$ cat src/rtl/i2s_tx_serializer.sv
// I2S / left-justified transmit serializer with a stereo-frame FIFO and fixed 32-cycle slots.
// Optional macro I2S_TX_UNDERRUN_REPEAT_EN: on underrun, resend the last popped frame instead of zeros.
module i2s_tx_serializer #(
    parameter int DEPTH = 4
) (
    input  logic        rclk,
    input  logic        rst,
    input  logic        en,
    input  logic        wen,
    input  logic [31:0] dinL,
    input  logic [31:0] dinR,
    input  logic        stereo,
    input  logic [1:0]  standard,
    input  logic [1:0]  word_size,
    output logic        sd,
    output logic        ws,
    output logic        full,
    output logic        empty,
    output logic        overflow,
    output logic        underrun
);

    localparam int AW = (DEPTH > 1) ? $clog2(DEPTH) : 1;
    localparam logic [AW:0] FULL_CNT = (AW+1)'(DEPTH);

    typedef enum logic {IDLE, RUN} state_t;

    state_t      state_reg;
    logic [63:0] mem [DEPTH];
    logic [AW-1:0] wr_ptr_reg, rd_ptr_reg;
    logic [AW:0] count_reg, count_next;
    logic        full_reg, empty_reg, overflow_reg, underrun_reg;
    logic [4:0]  cnt_reg;
    logic        ch_reg;
    logic [31:0] shadow_l_reg, shadow_r_reg;
    logic        stereo_reg, philips_reg;
    logic [1:0]  wsize_reg;
    logic        sd_reg, ws_reg, dly_reg;

    logic        running, frame_start, push, pop;
    logic [31:0] new_l, new_r, word;
    logic        eff_stereo, eff_philips;
    logic [1:0]  eff_wsize;
    logic [4:0]  wm1, idx;
    logic        lj_bit, sd_next;

    assign running     = (state_reg == RUN) && en;
    assign frame_start = running && (cnt_reg == 5'd0) && !ch_reg;
    assign push        = wen && !full_reg;
    assign pop         = frame_start && !empty_reg;

    always_comb begin
        count_next = count_reg;
        case ({push, pop})
            2'b10:   count_next = count_reg + (AW+1)'(1);
            2'b01:   count_next = count_reg - (AW+1)'(1);
            default: count_next = count_reg;
        endcase
    end

    // Source of the frame that starts this cycle: FIFO head, or the underrun fill.
    always_comb begin
        new_l = 32'd0;
        new_r = 32'd0;
        if (!empty_reg) begin
            {new_l, new_r} = mem[rd_ptr_reg];
        end else begin
`ifdef I2S_TX_UNDERRUN_REPEAT_EN
            new_l = shadow_l_reg;
            new_r = shadow_r_reg;
`else
            new_l = 32'd0;
            new_r = 32'd0;
`endif
        end
    end

    // At a frame start the live inputs apply; afterwards the latched copies do.
    always_comb begin
        eff_stereo  = frame_start ? stereo : stereo_reg;
        eff_philips = frame_start ? (standard == 2'b00) : philips_reg;
        eff_wsize   = frame_start ? word_size : wsize_reg;
        if (ch_reg)
            word = eff_stereo ? shadow_r_reg : shadow_l_reg;
        else
            word = frame_start ? new_l : shadow_l_reg;
        wm1     = {eff_wsize, 3'b111};
        idx     = wm1 - cnt_reg;
        lj_bit  = (cnt_reg <= wm1) ? word[idx] : 1'b0;
        sd_next = eff_philips ? dly_reg : lj_bit;
    end

    always_ff @(posedge rclk) begin
        if (push && !rst)
            mem[wr_ptr_reg] <= {dinL, dinR};
    end

    always_ff @(posedge rclk) begin
        if (rst) begin
            state_reg    <= IDLE;
            wr_ptr_reg   <= '0;
            rd_ptr_reg   <= '0;
            count_reg    <= '0;
            full_reg     <= 1'b0;
            empty_reg    <= 1'b1;
            overflow_reg <= 1'b0;
            underrun_reg <= 1'b0;
            cnt_reg      <= 5'd0;
            ch_reg       <= 1'b0;
            shadow_l_reg <= 32'd0;
            shadow_r_reg <= 32'd0;
            stereo_reg   <= 1'b0;
            philips_reg  <= 1'b0;
            wsize_reg    <= 2'b00;
            sd_reg       <= 1'b0;
            ws_reg       <= 1'b0;
            dly_reg      <= 1'b0;
        end else begin
            overflow_reg <= wen && full_reg;
            underrun_reg <= frame_start && empty_reg;
            count_reg    <= count_next;
            full_reg     <= (count_next == FULL_CNT);
            empty_reg    <= (count_next == '0);
            if (push)
                wr_ptr_reg <= wr_ptr_reg + AW'(1);
            if (pop)
                rd_ptr_reg <= rd_ptr_reg + AW'(1);

            case (state_reg)
                IDLE: begin
                    cnt_reg <= 5'd0;
                    ch_reg  <= 1'b0;
                    sd_reg  <= 1'b0;
                    ws_reg  <= 1'b0;
                    dly_reg <= 1'b0;
                    if (en)
                        state_reg <= RUN;
                end
                RUN: begin
                    if (!en) begin
                        state_reg <= IDLE;
                        cnt_reg   <= 5'd0;
                        ch_reg    <= 1'b0;
                        sd_reg    <= 1'b0;
                        ws_reg    <= 1'b0;
                        dly_reg   <= 1'b0;
                    end else begin
                        cnt_reg <= cnt_reg + 5'd1;
                        if (cnt_reg == 5'd31)
                            ch_reg <= ~ch_reg;
                        sd_reg  <= sd_next;
                        ws_reg  <= ch_reg;
                        dly_reg <= lj_bit;
                        if (frame_start) begin
                            stereo_reg   <= stereo;
                            philips_reg  <= (standard == 2'b00);
                            wsize_reg    <= word_size;
                            shadow_l_reg <= new_l;
                            shadow_r_reg <= new_r;
                        end
                    end
                end
                default: state_reg <= IDLE;
            endcase
        end
    end

    assign sd       = sd_reg;
    assign ws       = ws_reg;
    assign full     = full_reg;
    assign empty    = empty_reg;
    assign overflow = overflow_reg;
    assign underrun = underrun_reg;

endmodule

$ cat config.mk
export PLATFORM = sky130hd
export DESIGN_NAME = i2s_tx_serializer
export DESIGN_NICKNAME = d
export VERILOG_FILES = /design/src/rtl/i2s_tx_serializer.sv
export SDC_FILE = /design/constraint.sdc
export NUM_CORES = 1
export LEC_CHECK = 0
export CORE_MARGIN = 2
export CORE_UTILIZATION = 30
export CTS_CLUSTER_SIZE = 12
export DETAILED_ROUTE_END_ITERATION = 7
export PLACE_DENSITY = 0.52
export SLEW_MARGIN = 30
export SYNTH_ARGS = -nofsm -noshare
export SYNTH_HDL_FRONTEND = slang
export SYNTH_SLANG_ARGS = --single-unit
$ cat constraint.sdc
create_clock -name rclk -period 4.1 [get_ports rclk]
set_input_delay 0.82 -clock rclk [delete_from_list [all_inputs] [get_ports rclk]]
set_output_delay 0.82 -clock rclk [all_outputs]
set_load 0.01 [all_outputs]
==> summary.md, run 1 <==
| Metric | Value |
|---|---|
| RePlAce Congestion | 0.8555 |
| Root Buffer Master | clkbuf_16 |
| Number of global-route vias before repair | 7867 |
| # H-tree levels | 2 |
| Post-CTS Hold Fix Bufs | 0 |
| Hold Crit Class | reg2reg |
| Max Fclk | 0.2926 GHz |
| Worst Setup Start Kind | register |
| Mapped cell area | 13600 sq um |
| Yosys warning count | 0 |
| Unrepaired setup endpoints after global routing | no |
| Worst slack, placed | 0.2229 ns |
| Remaining DRCs | 0 |
| Initial DRT Pass Iterations | 4 |
| Largest net degree at the start of global routing | 78 |
| Status | finished clean |
| Syn_nets | 916 |
| # port buffers | 78 |
| Max stage delay on crit path | 0.47 ns |
| CP Max Fanout | 2 |
| Vias per cell | 4.808 |
| Row cnt | 78 |
| Critical Path AT | 3.83 ns |
| Number of synthesized flops with an enable pin | 256 |
| Drt initial violations | 557 |
| Final hold violations | 0 |
| DP Area | 15200 sq um |
| CP endpoint kind | register |
| First-pass GRT wire length | 48500 um |
| Core ar. | 45090 sq um |
| # Post-CTS Setup Buffers | 0 |
| Drt total wl | 31690 um |
| FF-to-FF Start | cnt_reg[0] |
| Ant diodes | 0 |
| Design Area, Final | 16510 sq um |
| Clk Latency, worst-skew pair | 0.54 ns |
| Least-Margin Pin Slew | 0.9366 ns |
| Min-delay src | wsize_reg[1] |
| Seq/Total Area, Yosys | 69.94% |
| Antenna violations before repair | 0 |
| Cell Pwr Density | 474.5 nW/um^2 |
| Clk sink count | 347 |
| Die area | 47040 sq um |
| Clk_skew | 0.009208 ns |
| CP Cell Sequence | clkinv_1, ha_1, or4b_1, nor2_1, mux2i_1, ha_1, inv_1, fa_1, a41oi_1, nor2_1, and3_1, o22a_1, o211ai_1, nor4_1, a31oi_1, a21oi_1 |
| Share of layout cells above drive strength 1 | 18.72% |
| R2r endpoint | sd |
| Min-Delay Path Depth | 2 |
| Reg2reg path depth | 16 |
| Sum Neg Setup Slack | 0 ns |
| Die span in x | 216.9 um |
| CTS Buf Count | 40 |
| Async set-reset flop share out of synthesis | 0% |
| DR WL/cell | 20.37 um |
| Area growth from synthesis to final layout | 21.42% |
| Final nets | 1013 |
| Mapped Cells | 831 |
| Reg clk slew, reported paths | 0.06 ns |
| Top-level I/O count | 79 |
| Static Leak | 5.290 nW |
| Height of the die | 216.9 um |
| Worst Path Required | 4.51 ns |
| Setup Viol. Count Final | 0 |
| Syn Area/Cell | 16.36 sq um |
| #FFs+latches synth | 347 |
| Slew Limit Headroom | 37.48% |
| Final Cycle Share | 83.36% |
| Hold Crit Endpoint | wsize_reg[1] |
| Number of antenna-violating nets in the routed design | 0 |
| MaxCap Viol Count | 0 |
| Global Route Usage Sum | 13.67% |
| Reg-to-reg slack, setup | 0.68 ns |
| TritonCTS clock tree | yes |
| CP Class | reg2reg |
| Max FFs per register | 256 |
| Crit path max-delay family | simple AND/OR/NAND/NOR gates |
| Cts repair resizes | 0 |
| Initial Util | 30.16% |
| DP HPWL | 20110 um |
| Dominant synthesized flop cell | edfxtp_1 |
| Buf+Inv Stages, Crit Path | 2 |
| Worst vdd ir | 0.2253 mV |
| Clk buf depth | 3 |
| Max-slew violation count | 0 |
| Fin crit period | 3.418 ns |
| Via count | 7481 |
| GR Overflow Total | 0 |
| Worst setup margin | 0.6822 ns |
| Synth cell types | 61 |
| CP max stage cell | or4b_1 |
cell type report:
cell class / instances / area (sq um)
well taps: 600 / 750.7
multi-input cells: 420 / 3844
flip-flops and latches: 347 / 9517
repair buffers: 105 / 1041
clock buffers: 59 / 1151
fillers: 4266 / 28580
inverters: 14 / 52.55
clock inverters: 11 / 153.9
worst reg2reg max path, cell delays in order, from the launching register on:
cell	delay, ns
dfxtp_1	0.31
clkinv_1	0.06
ha_1	0.17
or4b_1	0.47
nor2_1	0.19
mux2i_1	0.25
ha_1	0.18
inv_1	0.05
fa_1	0.37
a41oi_1	0.21
nor2_1	0.08
and3_1	0.18
o22a_1	0.19
o211ai_1	0.17
nor4_1	0.10
a31oi_1	0.22
a21oi_1	0.10
cells in the final DEF, fill, tap and decap left out, types with 4 or more instances in the layout:
master	instances
clkbuf_8	5
and3_1	8
edfxtp_1	256
nor3_1	5
clkinv_2	4
bufinv_16	4
nor2_1	91
clkdlybuf4s50_1	77
buf_4	22
and3_2	4
nand2_1	30
buf_12	5
a21oi_1	23
xor2_1	4
mux4_2	67
dfxtp_1	89
clkbuf_16	41
nand2b_1	4
clkbuf_1	11
mux2i_1	23
o221a_2	5
a22oi_1	60
clkinv_1	4
o211ai_1	4
ha_1	10
o21ai_0	8
xnor2_1	5
mux2_2	8
inv_1	12
metrics by stage:
stage                     hold WS, ns  cells  total power, mW  utilization, %
after floorplan                0.4418    831            4.187               -
after global placement         0.4558   1486            4.394           33.72
after detailed placement       0.4623   1486            4.404           33.72
after CTS                      0.4724   1556            7.950           36.62
after global routing           0.4806   1556            8.115           36.62
final                          0.4742   1556            7.833           36.62
synthesized netlist by cell type, types with 12 or more instances:
library cell,number,share of area (%)
clkbuf_1,27,0.75
and3_1,12,0.55
mux4_2,67,11
nor2_1,91,2.5
nand2_1,31,0.86
a22oi_1,60,3.3
dfxtp_1,91,13
mux2i_1,23,1.7
edfxtp_1,256,57
inv_1,12,0.33
a21oi_1,23,0.85
metal layers:
metal	share of wire, %	global-route usage (%)
met5	0	0
met4	2.7	4.932
met3	4.3	2.614
met2	47	21.49
met1	46	18.93
report_power, final:
group          leakage [nW]  total (mW)  internal (mW)  switching (mW)
logic                  1.58       0.409          0.186           0.223
registers              3.06        3.91           3.87          0.0427
clock network         0.643        3.51           2.19            1.33
worst max-delay path by stage:
stage / slack, ns / endpoint / from / cells after the start
6_report: 0.68 / sd / cnt_reg[0] / 16
5_1_grt: 0.39 / sd / cnt_reg[0] / 16
4_1_cts: 0.67 / sd / cnt_reg[0] / 16
3_5_place_dp: 0.22 / sd / en / 15
3_3_place_gp: 0.30 / sd / en / 15
2_1_floorplan: 0.09 / sd / cnt_reg[0] / 20
cells by family (layout without fill, tap and decap cells):
family / count (synthesis) / in the layout / share of synthesized area (%)
AOI/OAI and AO/OA: 136 / 136 / 7.408
xor gates and xnor gates: 9 / 9 / 0.5797
adders and majority gates: 12 / 12 / 1.215
buffers and inverters: 64 / 189 / 1.896
DFF: 347 / 347 / 69.94
muxes: 99 / 99 / 13.56
and+or+nand+nor: 164 / 164 / 5.402
(Power assumes the default switching activity.)
==> run 2: changes to the inputs <==
--- a/config.mk
+++ b/config.mk
@@ -9,7 +9,7 @@
 export CORE_UTILIZATION = 30
 export CTS_CLUSTER_SIZE = 12
 export DETAILED_ROUTE_END_ITERATION = 7
-export PLACE_DENSITY = 0.52
+export PLACE_DENSITY = 0.51
 export SLEW_MARGIN = 30
 export SYNTH_ARGS = -nofsm -noshare
 export SYNTH_HDL_FRONTEND = slang
==> constraint.sdc (replaced) <==
create_clock -name rclk -period 3.5 [get_ports rclk]
set_input_delay 0.7 -clock rclk [delete_from_list [all_inputs] [get_ports rclk]]
set_output_delay 0.7 -clock rclk [all_outputs]
set_load 0.01 [all_outputs]
==> run 2 against run 1 <==
Clock-buffer cell count increased by 5. Critical path depth down 1. Utilization up 0.16 points. Flip-flop and latch count did not move. Worst setup slack lost 0.52 ns. Cell count rose by 0.45%. Fmax up 2.4%. First-iteration DRC count shrank 2.2%. Clock skew grew 0.0045 ns. Hold slack lost 0.0085 ns. Highest routed layer unchanged.
==> summary.md, run 2 (same netlist as run 1, synthesis figures left out) <==
| Metric | Value |
|---|---|
| Vias per cell | 4.825 (+0.36%) |
| P_int | 7.162 mW (+15%) |
| Unrepaired setup endpoints after global routing | yes |
| Max-slew violation count | 0 (unchanged) |
| # H-tree levels | 2 (unchanged) |
| Sequential share of power | 50.7% (+0.8 points) |
| Critical Path AT | 3.73 ns (-0.10 ns) |
| First-pass GRT wire length | 47800 um (-1.4%) |
| Root Buffer Master | clkbuf_16 |
| Clk_skew | 0.01374 ns (+0.004534 ns) |
| Placed cell count | 1489 (+0.20%) |
| Post-CTS Hold Fix Bufs | 0 (unchanged) |
| Sw power | 1.865 mW (+17%) |
| Cell Pwr Density | 544.4 nW/um^2 (+15%) |
| Share of layout cells above drive strength 1 | 20.15% (+1.4 points) |
| Buf+Inv Stages, Crit Path | 2 (unchanged) |
| GR Overflow Total | 0 (unchanged) |
| Clock group share of total power | 43.9% (-0.9 points) |
| Clk buf depth | 3 (unchanged) |
| Worst Setup Start Kind | register |
| Number of global-route vias before repair | 7751 (-1.5%) |
| Status | finished clean |
| Non-Filler Instances | 1563 (+0.45%) |
| Worst hold slack | 0.4656 ns (-0.008530 ns) |
| Worst Path Required | 3.90 ns (-0.61 ns) |
| Initial Util | 30.16% (unchanged) |
| Max FFs per register | 256 (unchanged) |
| Reg clk slew, reported paths | 0.06 ns (about the same) |
| CP Max Fanout | 3 (+1) |
| # fillers | 4258 (-0.19%) |
| Final core utilization | 36.77% (+0.16 points) |
| Die area | 47040 sq um (unchanged) |
| Least-Margin Pin Slew | 0.8350 ns (-0.1015 ns) |
| DP HPWL | 19650 um (-2.3%) |
| Static Leak | 5.304 nW (+0.27%) |
| Final nets | 1017 (+0.39%) |
| DP Area | 15270 sq um (+0.45%) |
| Slew Limit Headroom | 44.33% (+6.9 points) |
| Commonest non-fill, non-tap cell in the layout | edfxtp_1 |
| Initial DRT Pass Iterations | 5 (+1) |
| DR WL/cell | 19.89 um (-2.3%) |
| Hold Crit Class | reg2reg |
| Remaining DRCs | 0 (unchanged) |
| Largest net degree at the start of global routing | 78 (unchanged) |
| Row cnt | 78 (unchanged) |
| Worst setup margin | 0.1634 ns (-0.5187 ns) |
| Min-Delay Path Depth | 2 (unchanged) |
| Crit path max-delay family | simple AND/OR/NAND/NOR gates |
| Global Route Usage Sum | 13.33% (-0.34 points) |
| Worst vdd ir | 0.2706 mV (+20%) |
| Max Fclk | 0.2997 GHz (+2.4%) |
| Worst path depth | 15 (-1) |
| Via count | 7542 (+0.82%) |
| Sw Share | 20.66% (+0.34 points) |
| Final hold violations | 0 (unchanged) |
| Sum Neg Setup Slack | 0 ns (unchanged) |
| CP Cell Sequence | clkinv_8, ha_4, or4b_4, nor2_4, mux2i_2, ha_2, inv_2, fa_2, nor2_1, and3_1, o22a_1, o211ai_1, nor4_1, a31oi_1, a21oi_1 |
| CTS Buf Count | 39 (-2.5%) |
| Top-level I/O count | 79 (unchanged) |
| Number of antenna-violating nets in the routed design | 0 (unchanged) |
| CP endpoint kind | register |
| Commonest non-fill, non-tap cells in the layout | edfxtp_1 (256), nor2_1 (90), dfxtp_1 (88), clkdlybuf4s50_1 (77), mux4_2 (67) |
| Die span in x | 216.9 um (unchanged) |
| Max stage delay on crit path | 0.57 ns (+0.10 ns) |
| CP max stage cell | fa_2 |
| RePlAce Congestion | 0.8490 (-0.76%) |
| Ant diodes | 0 (unchanged) |
| Fin crit period | 3.337 ns (-0.08127 ns) |
| Drt initial violations | 545 (-2.2%) |
| Pwr Total | 9.027 mW (+15%) |
| Reg2reg path depth | 15 (-1) |
| Clk sink count | 347 (unchanged) |
| Antenna violations before repair | 0 (unchanged) |
| Design Area, Final | 16580 sq um (+0.43%) |
| Drt total wl | 31090 um (-1.9%) |
| # port buffers | 78 (unchanged) |
| CP Class | reg2reg |
| TritonCTS clock tree | yes |
| Core ar. | 45090 sq um (unchanged) |
| Clk Latency, worst-skew pair | 0.53 ns (about the same) |
| Height of the die | 216.9 um (unchanged) |
| Area growth from synthesis to final layout | 21.95% |
| Worst slack, placed | -0.1894 ns (-0.4123 ns) |
| MaxCap Viol Count | 0 (unchanged) |
| Setup Viol. Count Final | 0 (unchanged) |
| Final Cycle Share | 95.33% (+12 points) |
| Power share of the combinational group | 5.3% (about the same) |
==> run 2: worst register-to-register path: stages, from the launching register on <==
cell and delay (ns):
dfxtp_4 0.36, clkinv_8 0.05, ha_4 0.12, or4b_4 0.48
nor2_4 0.14, mux2i_2 0.25, ha_2 0.21, inv_2 0.04
fa_2 0.57, nor2_1 0.05, and3_1 0.14, o22a_1 0.19
o211ai_1 0.15, nor4_1 0.08, a31oi_1 0.26, a21oi_1 0.11
==> run 2: repair_timing <==
action,in CTS,in global routing
endpoints found under the setup margin,0,2
buffers inserted,0,2
resized for setup,0,5
==> run 2: cell type report <==
type	count	area (sq um)	area share (%)
timing repair buffer	110	1079	6.505
tap	600	750.7	4.528
inverter	14	65.06	0.3924
clock buffer	64	1192	7.191
multi-input combinational	420	3890	23.46
sequential	347	9520	57.42
clock inverter	8	83.83	0.5056
==> run 2: final timing paths <==
| check | start | to | slack [ns] |
|---|---|---|---|
| worst min register to register | wsize_reg[1] | wsize_reg[1] | 0.47 |
| worst min-delay path | wsize_reg[1] | wsize_reg[1] | 0.47 |
| worst max-delay path | cnt_reg[0] | sd | 0.16 |
| worst max register to register | cnt_reg[0] | sd | 0.16 |
==> run 2: power groups by stage <==
stage / sequential, mW / clock [mW] / combinational [mW]
2_1_floorplan: 4.65 / 0 / 0.260
3_3_place_gp: 4.66 / 0 / 0.488
3_5_place_dp: 4.67 / 0 / 0.491
4_1_cts: 4.58 / 4.08 / 0.493
5_1_grt: 4.59 / 4.24 / 0.528
6_report: 4.58 / 3.97 / 0.481
==> run 2: routing by layer <==
metal  wire length [um]  track usage, %  part of all wire [%]  vias to the layer above
li1                   -               -                     -                     3488
met1              14510           18.56                    47                     3847
met2              14700           21.67                    47                      163
met3               1334           2.460                   4.3                       44
met4                549           3.128                   1.8                        0
met5                  0               0                     0                        -
==> RTL change: new RTL, settings of run 2 <==
Build with the macro `I2S_TX_UNDERRUN_REPEAT_EN` defined.
--- a/src/rtl/i2s_tx_serializer.sv
+++ b/src/rtl/i2s_tx_serializer.sv
@@ -1,5 +1,7 @@
 // I2S / left-justified transmit serializer with a stereo-frame FIFO and fixed 32-cycle slots.
 // Optional macro I2S_TX_UNDERRUN_REPEAT_EN: on underrun, resend the last popped frame instead of zeros.
+`define I2S_TX_UNDERRUN_REPEAT_EN
+
 module i2s_tx_serializer #(
     parameter int DEPTH = 4
 ) (
Check against the original RTL: not equivalent (Yosys sat finds a counterexample within 10 cycles, from zero or initial values and one cycle with rst high).
==> RTL change against run 2 <==
  * Combinational power grew 3%
  * Cell area up 1.1%
  * Setup slack better by 0.23 ns
  * Synthesized area increased by 0.59%
  * Count of clock-buffer cells in the layout decreased by 5
  * Sequential power hardly changed
  * Routed wire length is 3.5% higher
  * Via count up 3.0%
  * Total power about the same
  * Sequential cell count unchanged
  * Largest cell class unchanged
  * Largest power group unchanged
==> RTL change: results (changes against run 2) <==
Run status
The run finished with clean final reports.

Place
The weighted congestion reported at the end of routability-driven placement is 0.888 (+4.6%). The placed standard-cell area is 0.0155 mm2 (+1.4%). The detailed placer's ending HPWL is 20.7 mm (+5.5%).

Finish
The number of nets in the finished design is 1,088 (+7.0%). The layout cell share with drive strength beyond 1 came to 18.9% (-1.3 points). The count of inverters other than clock inverters in the layout is 16 (+2). The proportion of final cell area spent on non-clock buffers is 7.57% (+1.1 points). The filler cell count in the final layout is 4,280 (+0.52%).

The area of the multi-input gates was 0.00390 mm2 (+0.26%). The count of multi-input gates is 467 (+11%). The design area is 0.0168 mm2 (+1.1%).

Min path
The tightest min-delay check is of the primary input to register type.

Yosys
The compound-cell area share of the yosys netlist is 6.01% (-1.4 points). The mux cell area share after synthesis is 13.4% (-0.16 points). The post-synthesis adder-cell area fraction is 1.21% (-0.0071 points). The commonest cells after synthesis are 256 x edfxtp_1, 117 x nand2_1, 91 x dfxtp_1, 66 x mux4_2, 59 x a21oi_1. The average cell area after synthesis is 15.5 um2 (-5.1%). The net count after synthesis came to 966 (+5.5%).

Global route
The largest net degree at the start of global routing came to 74 (-5.1%). The number of global-route vias before repair came to 8,051 (+3.9%).

Worst setup path
Among cell families on the critical path, the largest total delay comes from compound AO/OA/AOI/OAI gates. The library cell contributing the largest single delay on the critical path is fa_1. The arrival time at the worst endpoint is 3.60 ns (-0.13 ns).

Drt
The detail-routed net length per standard cell was 19.7 um (-1.0%).

STA
The headroom to the max-slew limit was 45.0% (+0.70 points).

CTS
The worst-skew pair later-pin latency is 0.55 ns (+0.02 ns).

Pwr
The maximum ir drop on the vdd rail came to 353 uV (+30%). The leakage power figure was 5.48 nW (+3.2%).
## RTL change: power groups by stage
stage	logic (mW)	clock network, mW	registers, mW
2_1_floorplan	0.254	0	4.65
3_3_place_gp	0.500	0	4.66
5_1_grt	0.542	4.25	4.59
4_1_cts	0.507	4.09	4.58
6_report	0.496	3.95	4.58
3_5_place_dp	0.505	0	4.66
## RTL change: worst paths after layout
| kind | startpoint | to | cells past startpoint |
|---|---|---|---|
| worst max register to register | cnt_reg[1]$_SDFF_PP0_ | sd$_SDFF_PP0_ | 13 |
| worst min register to register | shadow_l_reg[13]$_SDFFE_PP0N_ | shadow_l_reg[13]$_SDFFE_PP0N_ | 2 |
| worst max-delay path | cnt_reg[1]$_SDFF_PP0_ | sd$_SDFF_PP0_ | 13 |
| worst min-delay path | rst | state_reg$_SDFF_PP0_ | 2 |
## RTL change: routing by layer
layer	vias to the layer above	wire length (um)	GRT usage, %
met5	-	0	0
met4	0	702	4.11
met3	55	1380	2.89
met2	169	14800	21.5
met1	3891	15300	19.5
li1	3650	-	-
